File: config.mk
export PLATFORM = sky130hd
export DESIGN_NAME = branch_resolve
export DESIGN_NICKNAME = d
export VERILOG_FILES = /design/src/rtl/branch_resolve.sv
export SDC_FILE = /design/constraint.sdc
export NUM_CORES = 1
export LEC_CHECK = 0
export CAP_MARGIN = 15
export CORE_MARGIN = 2
export CORE_UTILIZATION = 47
export DETAILED_ROUTE_END_ITERATION = 12
export PLACE_DENSITY_LB_ADDON = 0.3
export SYNTH_ARGS = -nofsm -noshare
export SYNTH_HDL_FRONTEND = slang
export SYNTH_SLANG_ARGS = --single-unit
export TNS_END_PERCENT = 50
File: constraint.sdc
create_clock -name clk -period 3.45 [get_ports clk]
set_clock_uncertainty 0.05 [all_clocks]
set_input_delay 0.69 -clock clk [delete_from_list [all_inputs] [get_ports clk]]
set_output_delay 0.69 -clock clk [all_outputs]
set_load 0.01 [all_outputs]
File: src/rtl/branch_resolve.sv
// Branch resolution stage: evaluates issued conditional branches against the recorded prediction
// and emits a tag free or a mispredict flush. Optional counters under BRANCH_RESOLVE_PERF_EN.
module branch_resolve #(
  parameter int BNUM = 4
`ifdef BRANCH_RESOLVE_PERF_EN
  , parameter int PERF_W = 32
`endif
) (
  input  logic        clk,
  input  logic        rst,
  input  logic        BranchWorkEn,
  input  logic [31:0] operandO,
  input  logic [31:0] operandT,
  input  logic [31:0] imm,
  input  logic [2:0]  opCode,
  input  logic [31:0] PC,
  input  logic [1:0]  bNum,
  input  logic        predEn,
  input  logic [1:0]  predNum,
  input  logic        predTaken,
  output logic        bFreeEn,
  output logic [1:0]  bFreeNum,
  output logic        misTaken,
  output logic [31:0] redirectPC,
  output logic        bhtEn,
  output logic [31:0] bhtPC,
  output logic        bhtTaken
`ifdef BRANCH_RESOLVE_PERF_EN
  , output logic [PERF_W-1:0] perfResolved
  , output logic [PERF_W-1:0] perfMiss
`endif
);

  // Opcodes follow the RISC-V funct3 encoding; 3'b010 and 3'b011 resolve as not-taken.
  localparam logic [2:0] BEQ  = 3'b000;
  localparam logic [2:0] BNE  = 3'b001;
  localparam logic [2:0] BLT  = 3'b100;
  localparam logic [2:0] BGE  = 3'b101;
  localparam logic [2:0] BLTU = 3'b110;
  localparam logic [2:0] BGEU = 3'b111;

  logic [BNUM-1:0] valid;
  logic [BNUM-1:0] taken;
  logic            actual;
  logic            resolve;
  logic            mismatch;
  logic [31:0]     target;

  always_comb begin
    actual = 1'b0;
    case (opCode)
      BEQ:     actual = (operandO == operandT);
      BNE:     actual = (operandO != operandT);
      BLT:     actual = ($signed(operandO) <  $signed(operandT));
      BGE:     actual = ($signed(operandO) >= $signed(operandT));
      BLTU:    actual = (operandO <  operandT);
      BGEU:    actual = (operandO >= operandT);
      default: actual = 1'b0;
    endcase
  end

  assign target   = actual ? (PC + imm) : (PC + 32'd4);
  assign resolve  = BranchWorkEn && valid[bNum];
  assign mismatch = resolve && (actual != taken[bNum]);

  // A same-tag record lands after the free (later NBA wins); a flush drops it,
  // as does any record arriving while the flush pulse is out.
  always_ff @(posedge clk or posedge rst) begin
    if (rst) begin
      valid <= '0;
      taken <= '0;
    end else if (mismatch) begin
      valid <= '0;
    end else begin
      if (resolve) valid[bNum] <= 1'b0;
      if (predEn && !misTaken) begin
        valid[predNum] <= 1'b1;
        taken[predNum] <= predTaken;
      end
    end
  end

  always_ff @(posedge clk or posedge rst) begin
    if (rst) begin
      bFreeEn    <= 1'b0;
      bFreeNum   <= 2'd0;
      misTaken   <= 1'b0;
      redirectPC <= 32'd0;
      bhtEn      <= 1'b0;
      bhtPC      <= 32'd0;
      bhtTaken   <= 1'b0;
    end else begin
      bFreeEn  <= resolve && !mismatch;
      misTaken <= mismatch;
      bhtEn    <= resolve;
      if (resolve) begin
        bhtPC    <= PC;
        bhtTaken <= actual;
      end
      if (resolve && !mismatch) bFreeNum <= bNum;
      if (mismatch) redirectPC <= target;
    end
  end

`ifdef BRANCH_RESOLVE_PERF_EN
  // Saturating event counters, cleared only by reset.
  always_ff @(posedge clk or posedge rst) begin
    if (rst) begin
      perfResolved <= '0;
      perfMiss     <= '0;
    end else begin
      if (resolve && (perfResolved != '1)) perfResolved <= perfResolved + PERF_W'(1);
      if (mismatch && (perfMiss != '1))    perfMiss     <= perfMiss + PERF_W'(1);
    end
  end
`endif

endmodule

== Word level (Yosys, flattened, before mapping) ==
Index checks and enable logic that the tools add are counted.
Storage, ports and cells
  register bits after elaboration: 78
  output and inout port bits: 70
Cells by class
  $add $sub $neg: 2
  order comparisons: 8
  equal/unequal tests: 8
  mux-type cells: 15
  bitwise gates (word level): 4
  reductions and logical operators: 10
Operators by type and width (count)
  32-bit >= comparator: 2
  32-bit < comparator: 2
  32-bit by 3-bit adder with 32-bit output, second input constant: 1
  32-bit adder: 1
  32-bit equality test: 1
  32-bit two-way mux: 1
  32-bit inequality test: 1
  4-bit two-way mux: 4
  3-bit equality test, second input constant: 4
  1-bit logical AND: 6
  2-bit by 3-bit < comparator with 1-bit output, second input constant: 2
  1-bit one-hot mux with 6 select lines: 1
  4-bit bitwise AND: 1
  1-bit binary-select mux with 2-bit select: 2
  4-bit bitwise mux: 1
  1-bit demux with 2-bit select: 2
  2-bit by 1-bit >= comparator with 1-bit output, second input constant: 2
  1-bit two-way mux: 4
  4-bit inverter: 1
  4-bit OR: 1
  3-bit by 1-bit equality test with 1-bit output, second input constant: 1
  3-bit zero test: 1
  1-bit zero test: 2
  2-bit AND reduction: 1
  other kinds (2): 2

== Logic depth before layout (Yosys ltp) ==
  depth after elaboration: 11
  mapped depth: 14
  mapped depth without buffers: 13

== Worst setup path after synthesis ==
No wires, ideal clock.
  kind: in2reg
  from: input operandT[1]
  to: register redirectPC[10]
  arrival time: 3.412 ns
  path slack: -0.138 ns
  stages: 14
  buffers on the path: 2
  cell sequence: inv_1 > ha_1 > nor2b_1 > o211ai_1 > a21oi_1 > o31a_1 > nor3_1 > mux2_1 > o221a_1 > buf_6 > xnor2_4 > nor2_4 > buf_6 > mux2_4
On the way
  longest elaborated chain between the ends: 4
RTL lines
  start: declaration: line 13  | input logic [31:0] operandT,
  32-bit >= comparator (tied with other cells): line 57  | BGEU: actual = (operandO >= operandT);
  1-bit one-hot mux with 6 select lines *: line 51  | case (opCode)
  1-bit inequality test: line 64  | assign mismatch = resolve && (actual != taken[bNum]);
  1-bit logical AND: line 64
  end signal: assignment: line 101  | if (mismatch) redirectPC <= target;
  end: declaration: line 24  | output logic [31:0] redirectPC,
Every way passes the cells marked *; elsewhere a longest branch is shown, timed or not.
A chain may end at the register's enable or synchronous reset.

== Worst setup path in the final report ==
  from: input operandO[20]
  to: register taken[1]
On the way
  longest elaborated chain between the ends: 6
RTL lines
  start: declaration: line 12  | input logic [31:0] operandO,
  32-bit >= comparator (tied with other cells): line 57
  1-bit one-hot mux with 6 select lines *: line 51
  1-bit inequality test *: line 64
  1-bit logical AND *: line 64
  1-bit inverter (no source line) *
  2-bit AND reduction (no source line) *
  end signal: indexed assignment: line 78  | taken[predNum] <= predTaken;
  end: declaration: line 43  | logic [BNUM-1:0] taken;
Marks and branches as above.

==> results.cfg <==
[pwr]
leakage_nw = 4.746
powerDensity_nw_per_um2 = 536.9
peakVddDrop_v = 0.0003413

[floorplanning]
core-area_um2 = 13190
dieArea_um2 = 14370
fp-row-count = 42
pin_count = 210
initial_core_util = 0.4785
die_h_um = 119.9
fp.dieW_um = 119.9

[clock_tree]
clkTransAtPathRegs_ns = 0.06
clk_path_buf_depth = 2
cts_tree = built
htree_levels = 3
cts_buffers = 9
clkLatencyLatePin_ns = 0.34
ctsRootBufferMaster = clkbuf_16
cts.sinks = 78

[synth]
yosysSeqAreaShare = 0.3093
synthArstFlopShare = 1.000
syn_nets = 921
ys_ff_latch = 78
ys_types = 62
synth-edff-count = 0
synth_ff_type = dfrtp_1
yosys_warnings = 0
synth.avg_cell_area_um2 = 8.814
netlist_area_um2 = 6311
synth_cells = 716

[hold_path]
hold_start = bhtPC[3]$_DFFE_PP0P_
hold_depth = 2
worstHoldEndpoint = bhtPC[3]$_DFFE_PP0P_
hp-class = register to register

[placed_design]
dpl.cell_count = 1179
pre_cts_ws_ns = -0.7261
dp_hpwl_mm = 14.65
place.gp.congestion = 0.8750
portBuffers = 209

[global_routing]
grt_antenna_before_repair = 0
met1_usage = 0.3396
grtUsageMet2 = 0.4907
grt_overflow_total = 0
grt_pass1_wl_mm = 32.27
grt_use_total = 0.2786
met3_usage = 0.04325
top_usage_layer = met2
grt_pass1_vias = 6849
grt_max_degree = 42

[finish]
layout.area.seq_um2 = 1952
fin_nets = 1231
drive_above_1_share = 0.2629
multi_input_area_um2 = 4619
post-route-util = 0.7714
stdcell_count = 1207
fillers = 910
synthToLayoutAreaGrowth_pct = 61.22
antenna-diode-count = 0

[sta]
worstMarginPinSlew_ns = 0.7003
fin_ws_ns = 0.03930
slew_viol_final = 0
period_needed_ns = 3.411
fmax_ghz = 0.2932
setup_viol_count_final = 0
fin_crit_sh = 0.9886
fin_setup_tns_ns = 0
finalHoldViolCount = 0
relSlewSlack = 0.5331

[worst_setup_path]
cp_data_required_time_ns = 3.63
reg2reg_from = taken[0]$_DFFE_PP0P_
reg2reg_depth = 5
worstPathArrival_ns = 3.59
path_class = input pin to register
cp-start-kind = input pin
critPathCaptureType = register
r2r_slack_ns = 1.37
r2r_end = taken[1]$_DFFE_PP0P_
cp_max_fo = 6

[outcome]
outcome = completed

[routing]
avgRoutedWirePerCell_um = 16.82
drtIter0Drc = 288
drtPass1Iterations = 5
vias = 6586
antenna_left = 0
drc = 0
vias_per_cell = 5.457
routed_wl_mm = 20.30

[run]
maxCapViolations = 0
registers in the layout, summed over array words and instances (netlist names):
name,flops
bhtEn,1
bhtPC,32
valid,4
bFreeEn,1
redirectPC,32
misTaken,1
taken,4
bFreeNum,2
bhtTaken,1
critical path: stages:
cell,delay [ns]
dlygate4sd2_1,0.23
ha_1,0.27
and4_4,0.23
nand4bb_4,0.14
nor3_4,0.19
o31a_1,0.22
nor3_4,0.07
mux2_4,0.32
o221a_4,0.30
xnor2_4,0.17
buf_12,0.14
o211ai_1,0.26
mux2_4,0.33
placed cells by master, fill, tap and decap left out, drive strengths merged, types with 7 or more instances in the layout:
cell type / count
o21ai: 42
mux2: 39
dfrtp: 78
xnor2: 39
o211ai: 7
dlymetal6s2s: 17
ha: 64
nor3: 8
nand3: 22
dlygate4sd2: 26
buf: 111
clkbuf: 23
inv: 46
and4: 7
a21oi: 52
nand4: 13
xor2: 14
clkdlybuf4s15: 19
nand2: 123
a21o: 15
nand2b: 9
nor2: 39
clkdlybuf4s50: 132
where the power goes:
part           switching [mW]  total (mW)  internal, mW
sequential              0.261        1.61          1.35
combinational            1.21        2.86          1.65
clock                   0.423       0.994         0.571
total                    1.89        5.46          3.57
Yosys cell counts, drive strengths merged (2+ instances only):
| cell type | number | area [µm²] |
|---|---|---|
| xor2 | 14 | 122.6 |
| o21ai | 42 | 210.2 |
| o22ai | 2 | 12.51 |
| mux2i | 3 | 30.03 |
| a21oi | 52 | 260.3 |
| mux2 | 39 | 529.3 |
| and2 | 5 | 31.28 |
| ha | 64 | 800.8 |
| dfrtp | 78 | 1952 |
| o22a | 2 | 17.52 |
| xnor2 | 39 | 360.4 |
| nand3b | 2 | 15.01 |
| o31a | 6 | 52.55 |
| nand2 | 123 | 461.7 |
| a22oi | 4 | 30.03 |
| a21boi | 2 | 15.01 |
| and4 | 7 | 61.31 |
| clkbuf | 13 | 48.80 |
| o21a | 6 | 45.04 |
| and3 | 4 | 25.02 |
| nor2b | 5 | 31.28 |
| a211o | 3 | 26.28 |
| nand2b | 9 | 56.30 |
| o31ai | 4 | 30.03 |
| mux4 | 2 | 45.04 |
| o2bb2ai | 2 | 17.52 |
| o21bai | 4 | 30.03 |
| nand4 | 13 | 81.33 |
| a211oi | 6 | 45.04 |
| nand3 | 22 | 110.1 |
| a31oi | 2 | 12.51 |
| nor2 | 39 | 153.9 |
| buf | 7 | 57.55 |
| o211ai | 7 | 52.55 |
| inv | 44 | 165.2 |
| a21o | 15 | 112.6 |
| nor3 | 8 | 45.04 |
area by class of cell:
class                   count  share of cell area
inverters                  45             0.01722
flip-flops and latches     78              0.1918
clock buffers               9             0.02213
clock inverters             7            0.007624
well taps                 176             0.02164
multi-input cells         573              0.4540
repair buffers            319              0.2855
worst max-delay path by stage:
stage / start / to / depth (start not counted)
2_1_floorplan: operandO[1] / redirectPC[10]$_DFFE_PP0P_ / 13
3_5_place_dp: operandT[1] / bFreeNum[1]$_DFFE_PP0P_ / 14
3_3_place_gp: operandT[1] / bFreeNum[0]$_DFFE_PP0P_ / 14
4_1_cts: operandT[9] / taken[1]$_DFFE_PP0P_ / 13
6_report: operandO[20] / taken[1]$_DFFE_PP0P_ / 13
5_1_grt: operandO[23] / taken[1]$_DFFE_PP0P_ / 13
layer usage:
metal | vias up | part of all wire
met2 | 228 | 0.50
met3 | 55 | 0.046
met5 | - | 0
met4 | 0 | 0.032
li1 | 3158 | -
met1 | 3145 | 0.42
repair_timing:
| item | 4_1_cts | 5_1_grt |
|---|---|---|
| endpoints found under the setup margin | 43 | 41 |
| hold buffers | 0 | 0 |
| setup buffers | 12 | 0 |
| pin swaps | 38 | 39 |
| resized for setup | 129 | 95 |
| endpoints found under the hold margin | 0 | 0 |
logic make-up (layout without fill, tap and decap cells):
| logic type | after synthesis | count (layout) | share of synthesized area |
|---|---|---|---|
| flip-flops | 78 | 78 | 0.3093 |
| adder cells (fa/ha/maj) | 65 | 65 | 0.1301 |
| XOR/XNOR | 53 | 53 | 0.07653 |
| buffers and inverters | 65 | 380 | 0.04362 |
| AND/OR/NAND/NOR | 244 | 244 | 0.1786 |
| AO/OA/AOI/OAI | 167 | 167 | 0.1661 |
| multiplexers | 44 | 44 | 0.09576 |
per-stage QoR:
step                cell area, µm²  hold slack, ns  power [mW]
finish                       10170          0.4306       5.463
global route                 10170          0.4511       5.782
CTS                          10030          0.4338       5.432
detailed placement            9329          0.4114       4.355
global placement              9329          0.4068       4.281
floorplan                     6341          0.4238       2.915
(Power assumes the default switching activity.)
